### src/rtl/pdh_pkg.sv
// Shared constants and DAC word packing helpers for the PDH output path.
package pdh_pkg;

    localparam int DAC_W   = 14;
    localparam int CH0_LSB = 0;
    localparam int CH1_LSB = 16;
    localparam int WORD_W  = 32;

    // Direction a channel is moving on the current tick.
    typedef enum logic [1:0] {
        SLEW_HOLD = 2'b00,
        SLEW_UP   = 2'b01,
        SLEW_DOWN = 2'b10
    } slew_dir_e;

    // Two unpacked DAC lanes.
    typedef struct packed {
        logic [DAC_W-1:0] ch1;
        logic [DAC_W-1:0] ch0;
    } dac_pair_t;

    // Place two codes into their lanes; reserved bits are driven to zero.
    function automatic logic [WORD_W-1:0] pack_dac_word(
        input logic [DAC_W-1:0] ch0,
        input logic [DAC_W-1:0] ch1
    );
        logic [WORD_W-1:0] word;
        word                    = '0;
        word[CH0_LSB +: DAC_W]  = ch0;
        word[CH1_LSB +: DAC_W]  = ch1;
        return word;
    endfunction

    // Extract both lanes from a packed word; reserved bits are ignored.
    function automatic dac_pair_t unpack_dac_word(input logic [WORD_W-1:0] word);
        dac_pair_t pair;
        pair.ch0 = word[CH0_LSB +: DAC_W];
        pair.ch1 = word[CH1_LSB +: DAC_W];
        return pair;
    endfunction

endpackage

### src/rtl/dac_slew_chan.sv
// One DAC channel: target register, current-output register and the
// step-clamped move of the output toward the target.
module dac_slew_chan
    import pdh_pkg::*;
#(
    parameter int CODE_W = DAC_W
) (
    input  logic              clk,
    input  logic              rst_ni,
    input  logic              tick_i,
    input  logic              bypass_i,
    input  logic              tgt_load_i,
    input  logic [CODE_W-1:0] tgt_i,
    input  logic [CODE_W-1:0] step_i,
    output logic [CODE_W-1:0] cur_o,
    output logic              busy_o,
    output logic              changed_o
);

    logic [CODE_W-1:0] tgt_q, tgt_d;
    logic [CODE_W-1:0] cur_q, cur_d;
    logic [CODE_W-1:0] step_eff;
    logic [CODE_W:0]   step_ext;
    logic [CODE_W:0]   diff_up;
    logic [CODE_W:0]   diff_dn;
    logic [CODE_W:0]   delta;
    logic [CODE_W:0]   cur_next_ext;
    slew_dir_e         dir;

    // Capture a new target whenever upstream presents a valid word.
    always_comb begin
        tgt_d = tgt_q;
        if (tgt_load_i) begin
            tgt_d = tgt_i;
        end
    end

    // Work out direction and the clamped step; the distance is one bit wider
    // than the code so neither subtraction can wrap.
    always_comb begin
        step_eff = step_i;
        if (step_i == '0) begin
            step_eff = CODE_W'(1);
        end
        step_ext = {1'b0, step_eff};
        diff_up  = {1'b0, tgt_q} - {1'b0, cur_q};
        diff_dn  = {1'b0, cur_q} - {1'b0, tgt_q};

        dir   = SLEW_HOLD;
        delta = '0;
        if (tgt_q > cur_q) begin
            dir   = SLEW_UP;
            delta = (step_ext < diff_up) ? step_ext : diff_up;
        end else if (tgt_q < cur_q) begin
            dir   = SLEW_DOWN;
            delta = (step_ext < diff_dn) ? step_ext : diff_dn;
        end
    end

    // Next output code: follow the target outright in bypass, otherwise move
    // by the clamped step on a tick, saturating at the code range edges.
    always_comb begin
        cur_d        = cur_q;
        cur_next_ext = {1'b0, cur_q};
        if (bypass_i) begin
            cur_d = tgt_q;
        end else if (tick_i) begin
            case (dir)
                SLEW_UP: begin
                    cur_next_ext = {1'b0, cur_q} + delta;
                    cur_d = cur_next_ext[CODE_W] ? '1 : cur_next_ext[CODE_W-1:0];
                end
                SLEW_DOWN: begin
                    cur_next_ext = {1'b0, cur_q} - delta;
                    cur_d = cur_next_ext[CODE_W] ? '0 : cur_next_ext[CODE_W-1:0];
                end
                default: begin
                    cur_d = cur_q;
                end
            endcase
        end
    end

    // Target and output registers.
    always_ff @(posedge clk or negedge rst_ni) begin
        if (!rst_ni) begin
            tgt_q <= '0;
            cur_q <= '0;
        end else begin
            tgt_q <= tgt_d;
            cur_q <= cur_d;
        end
    end

    // Status derived from registered state plus the pending change flag.
    always_comb begin
        cur_o     = cur_q;
        busy_o    = (cur_q != tgt_q);
        changed_o = (cur_d != cur_q);
    end

endmodule

### src/rtl/dac_slew_stage.sv
// Rate-limits the packed two-channel DAC stream from pdh_core so actuators
// ramp toward new setpoints instead of stepping; optional pass-through.
module dac_slew_stage #(
    parameter int DAC_W = pdh_pkg::DAC_W,
    parameter int DIV_W = 16
) (
    input  logic             clk,
    input  logic             rst_ni,
    input  logic [31:0]      s_tdata_i,
    input  logic             s_tvalid_i,
    input  logic [DAC_W-1:0] cfg_step_i,
    input  logic [DIV_W-1:0] cfg_div_i,
    input  logic             cfg_bypass_i,
    output logic [31:0]      m_tdata_o,
    output logic             m_tvalid_o,
    output logic [1:0]       busy_o
);

    logic [DIV_W-1:0]  cnt_q, cnt_d;
    logic              tick;
    logic              valid_q, valid_d;
    pdh_pkg::dac_pair_t tgt_pair;
    logic [DAC_W-1:0]  cur0, cur1;
    logic              busy0, busy1;
    logic              changed0, changed1;

    // Split the incoming word into its two lanes.
    always_comb begin
        tgt_pair = pdh_pkg::unpack_dac_word(s_tdata_i);
    end

    // Free-running tick divider; lowering the period below the count ticks at once.
    always_comb begin
        tick  = (cnt_q >= cfg_div_i);
        cnt_d = tick ? '0 : cnt_q + DIV_W'(1);
    end

    // Divider counter register.
    always_ff @(posedge clk or negedge rst_ni) begin
        if (!rst_ni) begin
            cnt_q <= '0;
        end else begin
            cnt_q <= cnt_d;
        end
    end

    dac_slew_chan #(
        .CODE_W (DAC_W)
    ) u_chan0 (
        .clk        (clk),
        .rst_ni     (rst_ni),
        .tick_i     (tick),
        .bypass_i   (cfg_bypass_i),
        .tgt_load_i (s_tvalid_i),
        .tgt_i      (tgt_pair.ch0),
        .step_i     (cfg_step_i),
        .cur_o      (cur0),
        .busy_o     (busy0),
        .changed_o  (changed0)
    );

    dac_slew_chan #(
        .CODE_W (DAC_W)
    ) u_chan1 (
        .clk        (clk),
        .rst_ni     (rst_ni),
        .tick_i     (tick),
        .bypass_i   (cfg_bypass_i),
        .tgt_load_i (s_tvalid_i),
        .tgt_i      (tgt_pair.ch1),
        .step_i     (cfg_step_i),
        .cur_o      (cur1),
        .busy_o     (busy1),
        .changed_o  (changed1)
    );

    // One pulse per edge where either channel moved, so simultaneous steps merge.
    always_comb begin
        valid_d = changed0 | changed1;
    end

    // Output valid register.
    always_ff @(posedge clk or negedge rst_ni) begin
        if (!rst_ni) begin
            valid_q <= 1'b0;
        end else begin
            valid_q <= valid_d;
        end
    end

    // Re-pack the current codes and expose per-channel busy flags.
    always_comb begin
        m_tdata_o  = pdh_pkg::pack_dac_word(cur0, cur1);
        m_tvalid_o = valid_q;
        busy_o     = {busy1, busy0};
    end

endmodule

### config.mk
export PLATFORM = sky130hd
export DESIGN_NAME = dac_slew_stage
export DESIGN_NICKNAME = d
export VERILOG_FILES = /design/src/rtl/pdh_pkg.sv /design/src/rtl/dac_slew_chan.sv /design/src/rtl/dac_slew_stage.sv
export SDC_FILE = /design/constraint.sdc
export NUM_CORES = 1
export LEC_CHECK = 0
export BUFFER_PORTS_ARGS = -buffer_cell sky130_fd_sc_hd__buf_4
export CAP_MARGIN = 20
export CORE_MARGIN = 4
export CORE_UTILIZATION = 35
export CTS_CLUSTER_SIZE = 12
export DETAILED_ROUTE_END_ITERATION = 7
export PLACE_DENSITY = 0.62
export SKIP_LAST_GASP = 1
export SLEW_MARGIN = 25
export SYNTH_ARGS = -nofsm -noshare
export SYNTH_HDL_FRONTEND = slang
export SYNTH_SLANG_ARGS = --single-unit
### constraint.sdc
create_clock -name clk -period 10.8 [get_ports clk]
set_input_delay 0 -clock clk [delete_from_list [all_inputs] [get_ports clk]]
set_output_delay 0 -clock clk [all_outputs]
set_load 0.02 [all_outputs]
Word level (Yosys, flattened, before mapping)
Index checks and enable logic that the tools add are counted.
- flip-flop bits (word level): 73
- logic and storage cells: 58
- output and inout bits: 35
- bits of input ports: 66
- equality and inequality tests: 8
- add/sub/neg operators: 9
- $lt $le $gt $ge: 9
- bitwise operators: 1
- reduce and logical (&&, ||, !) cells: 1
- multiplexer cells: 24
- operator list (operator ; count):
    14-bit two-way mux ; 9
    15-bit two-way mux ; 8
    14-bit by 15-bit < comparator with 1-bit output ; 4
    14-bit by 14-bit subtractor with 15-bit output ; 4
    14-bit != test ; 4
    14-bit case mux with 2 select lines ; 2
    14-bit by 15-bit adder with 15-bit output ; 2
    14-bit by 15-bit subtractor with 15-bit output ; 2
    14-bit > comparator ; 2
    14-bit < comparator ; 2
    16-bit by 1-bit adder with 16-bit output (second input constant) ; 1
    16-bit greater-or-equal comparator ; 1
    16-bit two-way mux ; 1
    14-bit logical NOT ; 1
    2-bit two-way mux ; 4
    2-bit by 1-bit == test with 1-bit output (second input constant) ; 2
    2-bit == test (second input constant) ; 2
    1-bit bitwise OR ; 1

Logic depth before layout (Yosys ltp)
- word-level depth: 13
- gate-level depth with buffers: 40
- mapped depth without buffers: 38

Cells and area by module
Synthesis repeated with hierarchy kept, for this count alone.
- cells, all modules: 1569
- area, all modules: 12057.8 um^2
- modules (own cells, without submodules) (module ; cells an instance ; seq. area each (um^2) ; instances ; area an instance (um^2)):
    dac_slew_chan (u_chan1) ; 721 ; 700.7 ; 1 ; 5577.8
    dac_slew_chan (u_chan0) ; 714 ; 700.7 ; 1 ; 5292.6
    dac_slew_stage ; 134 ; 425.4 ; 1 ; 1187.4

Least setup slack after synthesis
OpenSTA, ideal clock, no wires.
- path type: flip-flop to flip-flop
- start point: reg u_chan0.cur_q[1], in the netlist u_chan0.cur_o[1]
- end point: reg valid_q, in the netlist m_tvalid_o
- data arrival time: 7.666 ns
- data required time: 10.660 ns
- library setup time: 0.140 ns
- cell stages (with the launch flop): 41
- setup slack: 2.994 ns
- buffers on the path: 2
- period minus slack after synthesis: 7.806 ns
- path through: dfrtp_1 -> inv_1 -> ha_1 -> nor2b_1 -> o21ai_0 -> a21boi_0 -> o21ai_0 -> a21boi_0 -> o21ai_0 -> nand2b_1 -> a21o_1 -> a21oi_1 -> xnor2_1 -> inv_1 -> ha_1 -> nor2b_1 -> o21ai_0 -> nand2b_1 -> (+5 left out) -> clkbuf_1 -> a21oi_1 -> o2bb2ai_1 -> ha_1 -> inv_1 -> fa_1 -> nor2b_1 -> o31ai_1 -> o211a_1 -> o21ai_2 -> and2_1 -> buf_6 -> a2111oi_0 -> nor2_1 -> xnor2_1 -> or4_1 -> o41ai_2 -> nand3_1
- longest elaborated chain between the ends: 12
- elaborated cells on any way between the ends: 23
- those cells by class: add/sub: 4; order compare: 4; eq/ne: 3; mux: 11; bitwise: 1
- RTL lines (item ; RTL line ; RTL):
    start: declaration ; dac_slew_chan.sv:21 ; logic [CODE_W-1:0] cur_q, cur_d;
    start signal: assignment ; dac_slew_chan.sv:91 ; cur_q <= cur_d;
    14-bit by 14-bit subtractor with 15-bit output ; dac_slew_chan.sv:47 ; diff_dn = {1'b0, cur_q} - {1'b0, tgt_q};
    14-bit by 15-bit < comparator with 1-bit output ; dac_slew_chan.sv:56 ; delta = (step_ext < diff_dn) ? step_ext : diff_dn;
    15-bit two-way mux ; dac_slew_chan.sv:56 ;
    15-bit two-way mux ; dac_slew_chan.sv:54 ; end else if (tgt_q < cur_q) begin
    15-bit two-way mux ; dac_slew_chan.sv:51 ; if (tgt_q > cur_q) begin
    14-bit by 15-bit subtractor with 15-bit output / 14-bit by 15-bit adder with 15-bit output (equally long branches) ; dac_slew_chan.sv:74, dac_slew_chan.sv:70 ;
    14-bit two-way mux, on equally long branches ; dac_slew_chan.sv:75, dac_slew_chan.sv:71 ;
    14-bit case mux with 2 select lines ; dac_slew_chan.sv:68 ; case (dir)
    14-bit two-way mux ; dac_slew_chan.sv:67 ; end else if (tick_i) begin
    14-bit two-way mux ; dac_slew_chan.sv:65 ; if (bypass_i) begin
    14-bit != test * ; dac_slew_chan.sv:99 ; changed_o = (cur_d != cur_q);
    1-bit bitwise OR * ; dac_slew_stage.sv:79 ; valid_d = changed0 | changed1;
    named net valid_d ; dac_slew_stage.sv:21 ; logic valid_q, valid_d;
    end signal: assignment ; dac_slew_stage.sv:87 ; valid_q <= valid_d;
    end: declaration ; dac_slew_stage.sv:21 ;
Mark *: on every way through the listed nets, which the timed path passes. The rest lies on a longest branch.
A chain may end at the register's enable or synchronous reset.

Final worst setup path
Same ends and word-level chain as after synthesis.

==> summary.md <==
| Metric | Value |
|---|---|
| Vias | `12380` |
| Max FO, Critical Path | `15` |
| Iteration-0 DRC Markers | `1092` |
| #FFs+latches synth | `73` |
| CTS tree | `done` |
| FF-to-FF Start | `u_chan0.cur_o[1]` |
| P_sw | `1.723 mW` |
| Final TNS setup | `0 ns` |
| Vias in the first global route | `11930` |
| Peak VDD IR | `0.1176 mV` |
| Slew Limit Fails | `0` |
| Area added between synthesis and finish | `12.65%` |
| Most frequent CP cell | `o21ai_0` |
| Post-Route WL | `44.49 mm` |
| Cell Area, Synth | `0.01226 mm²` |
| Sequential share of power | `12.9%` |
| Cell taking the most area after synthesis | `ha_1` |
| Slowest-stage cell, CP | `dfrtp_1` |
| Initial antenna violation count | `0` |
| Setup bufs post-CTS | `0` |
| Top cells by area, synth | `ha_1 19%, dfrtp_1 15%, o21ai_0 5.1%, a21oi_1 4.4%, inv_1 4.4%` |
| Pin count of the biggest net entering global routing | `74` |
| DR DRC count | `0` |
| R2r setup slk | `1.01 ns` |
| Vias/cell | `5.810` |
| Nets@finish | `1927` |
| Max_slew headroom | `33.68%` |
| Comb pwr share | `77.2%` |
| Most frequent cell after synthesis | `ha_1` |
| H-tree Lvls | `3` |
| Worst Path Required | `11.00 ns` |
| Seq/Total Area, Yosys | `14.90%` |
| Final min period | `9.789 ns` |
| CTS root buf | `clkbuf_16` |
| Crit path buf inv count | `3` |
| Clock share of power | `9.9%` |
| Pwr Total | `3.187 mW` |
| Worst setup EP type | `register` |
| Ant. Diodes | `0` |
| R2R Path End | `m_tvalid_o` |
| Clock Skews | `0.01153 ns` |
| First-pass GRT wire length | `68.94 mm` |
| Rows | `68` |
| Avg Inst Size Synth | `7.612 µm²` |
| Worst min path class | `in2reg` |
| Sw Share | `54.05%` |
| WHS Path Cells | `3` |
| Cell area after layout | `0.01381 mm²` |
| Hold path startpoint | `cfg_bypass_i` |
| Total track usage | `22.60%` |
| DP Worst Slack | `1.320 ns` |
| Post-DRT Antenna Nets | `0` |
| P_int | `1.464 mW` |
| Initial Utilization | `35.50%` |
| Top post-synthesis cells by count | `183 x ha_1, 143 x inv_1, 129 x nor2_1` |
| Global route overflow | `0` |
| Final non-filler cell total | `2130` |
| Setup violators final | `0` |
| DRT Pass-1 Iters | `5` |
| Leak | `6.353 nW` |
| Core Util, Final | `39.99%` |
| Yosys warnings | `0` |
| Die ar. | `0.03810 mm²` |
| Slowest stage delay, CP | `0.64 ns` |
| Ys async rst share | `100.0%` |
| P per Cell Area | `230.7 mW/mm²` |
| Hold_ws | `0.1302 ns` |
| Setup ws final | `1.011 ns` |
| Buffers added on ports | `92` |
| DP HPWL | `35.44 mm` |
| Prevailing post-synth register cell | `dfrtp_1` |
| Die X | `195.2 µm` |
| Max-cap violations | `0` |
| Inst Count DP | `2085` |
| Final hold violation count | `0` |
| Class of the most critical setup path | `reg2reg` |
| DR WL/cell | `20.89 µm` |
| Yosys cell types | `89` |
| Fmax | `0.1022 GHz` |
| Final period util | `90.63%` |
| Worst setup SP type | `register` |
| Post-synth EDFFs | `0` |
| Register-to-Register Path Depth | `38` |
| Core footprint | `0.03454 mm²` |
| Status | `complete, no violations` |
| CTS Buf Count | `9` |
| Placed inst area | `0.01322 mm²` |
| I/O Pins | `101` |
| Layout cells sized above 1 | `10.87%` |
| RePlAce Congestion | `0.9828` |
| Worst skew pair latency | `0.35 ns` |
| Die H | `195.2 µm` |
| Yosys top cell area share | `18.67%` |
| Crit path DAT | `9.99 ns` |
| Cells after Synth | `1611` |
| Worst-path clk slew | `0.07 ns` |
| Clk sinks | `73` |
| Worst-Margin Slew | `0.9948 ns` |
| WHS Endpoint | `u_chan1.cur_o[10]` |
| RSZ-0062 raised after global routing | `no` |
| Clock buffer depth | `2` |
| CP delay by family, top | `compound AO/OA/AOI/OAI gates` |
## layer usage
layer | up-vias | global-route usage, % | wire length (µm)
li1 | 5925 | - | -
met4 | 0 | 7.577 | 1724
met5 | - | 0 | 0
met2 | 508 | 37.48 | 20470
met1 | 5857 | 30.54 | 19680
met3 | 86 | 2.795 | 2612
## power groups by stage
| stage | clock network (mW) | registers [mW] | logic (mW) |
|---|---|---|---|
| floorplan | 0 | 0.406 | 1.75 |
| global placement | 0 | 0.414 | 2.37 |
| detailed placement | 0 | 0.416 | 2.40 |
| CTS | 0.320 | 0.411 | 2.42 |
| global route | 0.334 | 0.421 | 2.70 |
| finish | 0.315 | 0.412 | 2.46 |
## cells by family (layout without fill, tap and decap cells)
logic type | Yosys count | in the layout | share of synthesized area (%)
flip-flops | 73 | 73 | 14.90
AO/OA/AOI/OAI | 522 | 522 | 28.90
buffers and inverters | 233 | 294 | 7.867
AND/OR/NAND/NOR | 457 | 457 | 18.16
other | 1 | 4 | 0.03058
adder cells (fa/ha/maj) | 191 | 191 | 19.98
XOR/XNOR | 101 | 101 | 7.213
multiplexers | 33 | 33 | 2.959
## worst max path at each step
stage,start,to,slack (ns),depth (start not counted)
after floorplan,u_chan0.cur_o[1],m_tvalid_o,2.99,40
after global placement,u_chan0.cur_o[1],m_tvalid_o,1.52,38
after detailed placement,u_chan0.cur_o[1],m_tvalid_o,1.32,38
after CTS,u_chan0.cur_o[1],m_tvalid_o,1.22,38
after global routing,u_chan0.cur_o[1],m_tvalid_o,0.28,38
final,u_chan0.cur_o[1],m_tvalid_o,1.01,38
## sequential cells by signal, summed over array words and instances (netlist names)
name	count
u_chan0.cur_o	14
cnt_q	16
m_tvalid_o	1
u_chan0.tgt_q	14
u_chan1.cur_o	14
u_chan1.tgt_q	14
## repair_timing
action / 4_1_cts / 5_1_grt
hold buffers: 29 / 0
hold endpoints to repair: 101 / 0
endpoints found under the setup margin: 0 / 0
gates resized for setup: 0 / 0
## cell usage in the layout (no fill, tap or decap), types with 17 or more instances in the layout
master         netlist  routed
xor2_1              47      47
o211ai_1            19      19
o22ai_1             24      24
ha_1               183     183
nand2_1            117     117
o21a_1              17      17
dfrtp_1             73      73
nor3_1              29      28
nor2_1             129     128
buf_4                8     104
a221oi_1            20      20
nand3_1             42      42
dlygate4sd3_1        0      29
inv_1              143     143
o21bai_1            18      18
nand2b_1            20      20
nor2b_1             23      23
o21ai_0            126     126
xnor2_1             54      54
a21o_1              38      38
mux2_2              26      26
a21oi_1            108     108
## worst min-delay path, cell delays in order
cell and delay, ns:
buf_4 0.24, nand2_1 0.11, o21ai_0 0.07
## final cells by class
cell class / instances / area [µm²]
well taps: 455 / 569.3
inverters: 144 / 540.5
multi-input cells: 1308 / 9490
clock inverters: 6 / 66.31
clock buffers: 10 / 239.0
flip-flops and latches: 73 / 1827
repair buffers: 134 / 1082
fillers: 3626 / 20730
(Power assumes the default switching activity.)
